### src/rtl/pipeline_scoreboard.sv
// In-order pipeline hazard scoreboard: tracks in-flight writers and decides stall / operand forwarding.
// Define SCOREBOARD_FORWARD_EN for the forwarding policy; otherwise every RAW hazard stalls.
module pipeline_scoreboard #(
  parameter int NUM_REGS = 32,
  parameter int DEPTH    = 2,
  parameter int REG_W    = $clog2(NUM_REGS)
) (
  input  logic             clk,
  input  logic             rst,
  input  logic             issue_valid,
  input  logic [REG_W-1:0] issue_src1,
  input  logic [REG_W-1:0] issue_src2,
  input  logic [REG_W-1:0] issue_dest,
  input  logic             issue_wb_en,
  input  logic             issue_is_load,
  input  logic             flush,
  output logic             stall,
  output logic [3:0]       fwd_sel1,
  output logic [3:0]       fwd_sel2,
  output logic [15:0]      stall_cnt
);

  logic [DEPTH:1]   ent_valid;
  logic [DEPTH:1]   ent_wb_en;
  logic [DEPTH:1]   ent_is_load;
  logic [REG_W-1:0] ent_dest [1:DEPTH];

  logic [DEPTH:1] match1;
  logic [DEPTH:1] match2;
  logic           active;
  logic           hazard;
  logic           issue_accept;
  logic           unused_is_load;

  // Register 0 never creates a dependency, whatever is in flight for it.
  always_comb begin
    match1 = '0;
    match2 = '0;
    for (int k = 1; k <= DEPTH; k++) begin
      match1[k] = ent_valid[k] && ent_wb_en[k] && (ent_dest[k] == issue_src1) && (issue_src1 != '0);
      match2[k] = ent_valid[k] && ent_wb_en[k] && (ent_dest[k] == issue_src2) && (issue_src2 != '0);
    end
  end

  assign active = rst && issue_valid && !flush;

`ifdef SCOREBOARD_FORWARD_EN
  function automatic logic [3:0] youngest(input logic [DEPTH:1] m);
    logic [3:0] sel;
    sel = '0;
    for (int k = DEPTH; k >= 1; k--) begin
      if (m[k]) sel = 4'(k);
    end
    return sel;
  endfunction

  // Only a load still in stage 1 cannot be forwarded; a stalled operand is not consumed, so its select is 0.
  always_comb begin
    hazard   = (match1[1] || match2[1]) && ent_is_load[1];
    stall    = active && hazard;
    fwd_sel1 = '0;
    fwd_sel2 = '0;
    if (active && !hazard) begin
      fwd_sel1 = youngest(match1);
      fwd_sel2 = youngest(match2);
    end
  end
`else
  always_comb begin
    hazard = (|match1) || (|match2);
    stall  = active && hazard;
  end

  assign fwd_sel1 = '0;
  assign fwd_sel2 = '0;
`endif

  assign issue_accept   = active && !stall;
  assign unused_is_load = ^ent_is_load;

  // Bubbles carry zeroed fields so a stale dest can never be mistaken for a producer.
  always_ff @(posedge clk) begin
    if (!rst) begin
      ent_valid   <= '0;
      ent_wb_en   <= '0;
      ent_is_load <= '0;
      for (int k = 1; k <= DEPTH; k++) ent_dest[k] <= '0;
    end else begin
      ent_valid[1]   <= issue_accept;
      ent_wb_en[1]   <= issue_accept && issue_wb_en;
      ent_is_load[1] <= issue_accept && issue_is_load;
      ent_dest[1]    <= issue_accept ? issue_dest : '0;
      for (int k = 2; k <= DEPTH; k++) begin
        ent_valid[k]   <= ent_valid[k-1];
        ent_wb_en[k]   <= ent_wb_en[k-1];
        ent_is_load[k] <= ent_is_load[k-1];
        ent_dest[k]    <= ent_dest[k-1];
      end
    end
  end

  always_ff @(posedge clk) begin
    if (!rst) begin
      stall_cnt <= '0;
    end else if (stall && (stall_cnt != 16'hFFFF)) begin
      stall_cnt <= stall_cnt + 16'd1;
    end
  end

endmodule

### config.mk
export PLATFORM = sky130hd
export DESIGN_NAME = pipeline_scoreboard
export DESIGN_NICKNAME = d
export VERILOG_FILES = /design/src/rtl/pipeline_scoreboard.sv
export SDC_FILE = /design/constraint.sdc
export NUM_CORES = 1
export LEC_CHECK = 0
export CORE_MARGIN = 2
export CORE_UTILIZATION = 40
export DETAILED_ROUTE_END_ITERATION = 7
export HOLD_SLACK_MARGIN = 0.02
export PLACE_DENSITY = 0.67
export SYNTH_ARGS = -nofsm -noshare
export SYNTH_HDL_FRONTEND = slang
export SYNTH_SLANG_ARGS = --single-unit
### constraint.sdc
create_clock -name clk -period 2.7 [get_ports clk]
set_input_delay 0.405 -clock clk [delete_from_list [all_inputs] [get_ports clk]]
set_output_delay 0.405 -clock clk [all_outputs]
set_load 0.02 [all_outputs]
=== After elaboration in Yosys (flattened, before gate mapping) ===
Memory sizes are Yosys's and may differ from the RTL's.
Cells that the tools add are included.

* Bits in registers: 20
* Memory bits (writable): 10
* Bits of input ports: 21
* Memories: 1

{| class="wikitable"
|+ Memories
! memory !! words !! width !! read ports !! clocked after memory_dff !! write ports !! line !! text
|-
| ent_dest || 2 || 5 || 2 || 0 || 2 || 26 || <nowiki>logic [REG_W-1:0] ent_dest [1:DEPTH];</nowiki>
|}

* Add/subtract/negate cells: 1
* Eq/ne operators: 5
* Multiplexer cells: 5
* Bitwise gates (word level): 2
* Reduce and logical (&&, ||, !) cells: 23

{| class="wikitable"
|+ Operators with widths
! kind !! number
|-
| == test 5 bit || 4
|-
| adder 16 x 1 -> 16 bit, second input constant || 1
|-
| logical AND 1 bit || 16
|-
| != test 16 bit, second input constant || 1
|-
| 2-to-1 mux 5 bit || 3
|-
| nonzero test 5 bit || 2
|-
| OR reduction 2 bit || 2
|-
| logical NOT 1 bit || 2
|-
| 2-to-1 mux 1 bit || 2
|-
| bitwise OR 1 bit || 2
|-
| logical OR 1 bit || 1
|}

=== Longest topological paths before layout ===
Gate-level depths: netlist of run 1.
An unclocked memory read counts as a cell.

* Depth in word-level cells: 11
* Mapped depth: 8
* Gate-level depth less buffers: 7

=== Least setup slack after synthesis of run 1 ===
No wires, ideal clock.

* Path kind: input to output
* Start: in issue_src1[1]
* End: out stall
* Data arrival time: 1.785 ns
* Path slack: 0.510 ns
* Stages on the path: 7
* Path through: or4_1 -> nor2_2 -> nor3_2 -> nor3_4 -> buf_6 -> buf_12 -> nor2_1

* Cells in the longest elaborated chain, start to end: 6

{| class="wikitable"
|+ RTL lines
! element !! line !! text
|-
| from (decl) || 11 || <nowiki>input logic [REG_W-1:0] issue_src1,</nowiki>
|-
| == test 5 bit || 40 || <nowiki>match1[k] = ent_valid[k] && ent_wb_en[k] && (ent_dest[k] == issue_src1) && (issue_src1 != '0);</nowiki>
|-
| logical AND 1 bit (2 in a row) || 40 ||
|-
| OR reduction 2 bit (*) || 70 || <nowiki>hazard = (|match1) || (|match2);</nowiki>
|-
| logical OR 1 bit (*) || 70 ||
|-
| logical AND 1 bit (*) || 71 || <nowiki>stall = active && hazard;</nowiki>
|-
| to (decl) || 17 || <nowiki>output logic stall,</nowiki>
|}

Mark *: on every way between the ends. The rest lies on a longest branch, timed or not.

=== Worst setup path after layout of run 1 ===
* Start: in issue_src2[1]
* End: out stall

* Cells in the longest elaborated chain, start to end: 6

{| class="wikitable"
|+ RTL lines
! element !! line !! text
|-
| from (decl) || 12 || <nowiki>input logic [REG_W-1:0] issue_src2,</nowiki>
|-
| == test 5 bit || 41 || <nowiki>match2[k] = ent_valid[k] && ent_wb_en[k] && (ent_dest[k] == issue_src2) && (issue_src2 != '0);</nowiki>
|-
| logical AND 1 bit (2 in a row) || 41 ||
|-
| OR reduction 2 bit (*) || 70 ||
|-
| logical OR 1 bit (*) || 70 ||
|-
| logical AND 1 bit (*) || 71 ||
|}

Marked as above.

==> run metrics, run 1 <==
status=completed; ys async rst share=0%; post-route minimum period=2.61 ns; WP data arrival=between 2 and 2.5 ns; syn_area_per_cell=9.23 um^2; Slew Viols, Final=0; Synth Register Bits=30; # setup viols final=0; final core utilization=~57%; Die Wd=between 60 and 70 um; Post-synth EDFFs=0; R2R cell count=7; Worst R2R Setup Slack=roughly 0.50 ns; startpoint types=primary input; # Max-Cap Violations=0; Hold Crit Class=register to register; largest net degree at the start of global routing=22; core outline area=4000 um^2; CTS tree=built; cell area after synthesis=1650 um^2; worst-path fanout max=2; Main synth FF type=dfxtp_1; r2r startpoint=stall_cnt[0]$_SDFFE_PN0P_; Final period util=96.5%; sequential fraction of the synthesis area=a little over a third; Via-to-Cell Ratio=5.12; crit-path cells=clkdlybuf4s50_1 -> or4_4 -> o211ai_2 -> o32ai_4 -> nor3_4 -> nor2_1 -> clkdlybuf4s15_1; slowest cell delay on critical path=0.55 ns; vias in the first global route=1328; clock sinks=30; leading post-synthesis cells by cell area=dfxtp_1 36%, xnor2_1 11%, and2_1 5.7%; total power=1.12 mW; grt total ovfl=0; Final nets=roughly 260; R2R Path End=stall_cnt[10]$_SDFFE_PN0P_; most common cell in the synthesized netlist=dfxtp_1; CTS Buf Count=5; clk buf depth=2; crit end category=output port; Synth Instances=179; VDD IR max=0.240 mV; Skew-Pair Late Insertion Delay=between 0.2 and 0.3 ns; antenna viol nets, final=0; unrepaired setup endpoints after global routing=no; hold path startpoint=ent_wb_en[1]$_SDFF_PN0_; Placer Congestion=about 0.85; Top Ports=46; DRT iter0 DRCs=a little under 100; Static Leak=0.763 nW; endpoints failing hold=0; die area=about 4700 um^2; Ys Warns=0; Setup WS pre-CTS=-0.193 ns; Hold Path Sink=ent_wb_en[2]$_SDFF_PN0_; port buffer count=36; CP Buf/Inv Count=2; Fin Hold WS=0.445 ns; GRT Total Usage=18.1%; Final Skew=0.00802 ns; CTS Root Cell=clkbuf_8; Yosys cell types=43; FMAX=384 MHz; ratio of cells with drive above 1 in the final layout=15.4%; drc violations=0; starting density of the core=about two fifths; clock slew at reported path FFs=0.07 ns; Pre-antenna DRT Iters=4; routed vias=roughly 1.5k; Crit-path slowest cell=or4_4; hold path cells=1; Ant. Diodes=0; first-pass GRT wire length=6210 um; area grow syn2layout=38.0%; top-area cell type share of the netlist area=36.4%; Crit path depth=7; CP Class=primary input to output port; PwrDens=491 nW/um^2; antenna violations before repair=0; Die Span Y=68.3 um; Top Family by Delay on Critical Path=simple AND/OR/NAND/NOR gates; Yosys top cell by area=dfxtp_1; row count=23; hpwl dp=2780 um; Post-synth top cells=30 x dfxtp_1, 20 x xnor2_1, 15 x and2_1, 12 x nand2_1, 11 x a21oi_1; Routed WL=approximately 3600 um; H-tree depth=2; Req. time, crit path=2.30 ns; setup ws final=0.0938 ns; DR WL/cell=12.8 um
## kinds of logic (layout without fill, tap and decap cells)
| family | count (synthesis) | in the layout | share of synthesized area (%) |
|---|---|---|---|
| simple gates | 78 | 78 | 29.5 |
| compound gates | 30 | 30 | 14.0 |
| flops | 30 | 30 | 36.4 |
| xor+xnor | 20 | 20 | 10.6 |
| buf+inv | 17 | 65 | 7.27 |
| mux | 2 | 2 | 1.21 |
| fa+ha+maj | 1 | 1 | 0.757 |
| other cells | 1 | 8 | 0.227 |
## through the flow
step                instance area (um^2)  std cells  TNS [ns]
floorplan                           1680        186         0
global placement                    2130        276    -0.185
detailed placement                  2130        276    -0.193
CTS                                 2270        284         0
global route                        2280        284         0
finish                              2280        284         0
## worst register-to-register path, cell delays in order (launching register included)
cell and delay (ns):
dfxtp_1 0.34, ha_1 0.23, and2_1 0.20, nand4_1 0.16, or3_1 0.25, nand2_1 0.28, or4_1 0.53, a21oi_1 0.14
## flip-flops by register name, indices dropped and copies added, names as in the netlist
| register | cells |
|---|---|
| stall_cnt | 16 |
| ent_valid | 2 |
| ent_dest | 10 |
| ent_wb_en | 2 |
## how the worst max path moves through the flow
| stage | start | to | slack (ns) |
|---|---|---|---|
| 6_report | issue_src2[1] | stall | 0.09 |
| 3_5_place_dp | issue_src1[1] | stall | -0.19 |
| 5_1_grt | issue_src2[1] | stall | 0.03 |
| 2_1_floorplan | issue_src1[1] | stall | 0.51 |
| 3_3_place_gp | issue_src1[1] | stall | -0.19 |
| 4_1_cts | issue_src1[1] | stall | 0.02 |
## power breakdown
| part | switching (mW) | internal, mW |
|---|---|---|
| sequential | 0.00385 | 0.447 |
| combinational | 0.0455 | 0.0560 |
| clock | 0.173 | 0.393 |
| total | 0.223 | 0.897 |
## cells in the final DEF (no fill, tap or decap), types with 3 or more instances in the layout
cell type,n
buf_4,18
clkdlybuf4s50_1,35
a21oi_1,11
nor2_1,5
nand2_1,12
clkbuf_8,6
conb_1,8
dfxtp_1,30
xnor2_1,20
and2_1,15
nand3_1,7
o31ai_1,8
inv_1,3
or4_1,8
or3_1,4
nand4_1,10
## area by class of cell
class                           instances  area [um^2]
Fill cell                             368         1720
Multi-Input combinational cell        139          966
Sequential cell                        30          601
Timing Repair Buffer                   54          495
Clock buffer                            6         82.6
Tap cell                               50         62.6
Clock inverter                          2         60.1
Inverter                                3         11.3
## metal layers
metal  vias to the layer above  GRT usage [%]  wire [um]
li1                        745              -          -
met1                       677           24.6       1680
met2                        27           27.3       1760
met3                         6           4.93        129
met4                         0           6.75         57
met5                         -              0          0
## what timing repair did
item,in CTS,in global routing
setup buffers,0,0
resized for setup,1,3
endpoints found under the setup margin,1,1
hold endpoints to repair,0,0
hold buffers,0,0
Note: power is estimated with default switching activity, not from simulation.
==> run 2: changes to the inputs <==
Settings changed: ABC_CLOCK_PERIOD_IN_PS set to 2700.
==> results of run 2 <==
The final DEF is identical to that of run 1; final timing and power are the same.
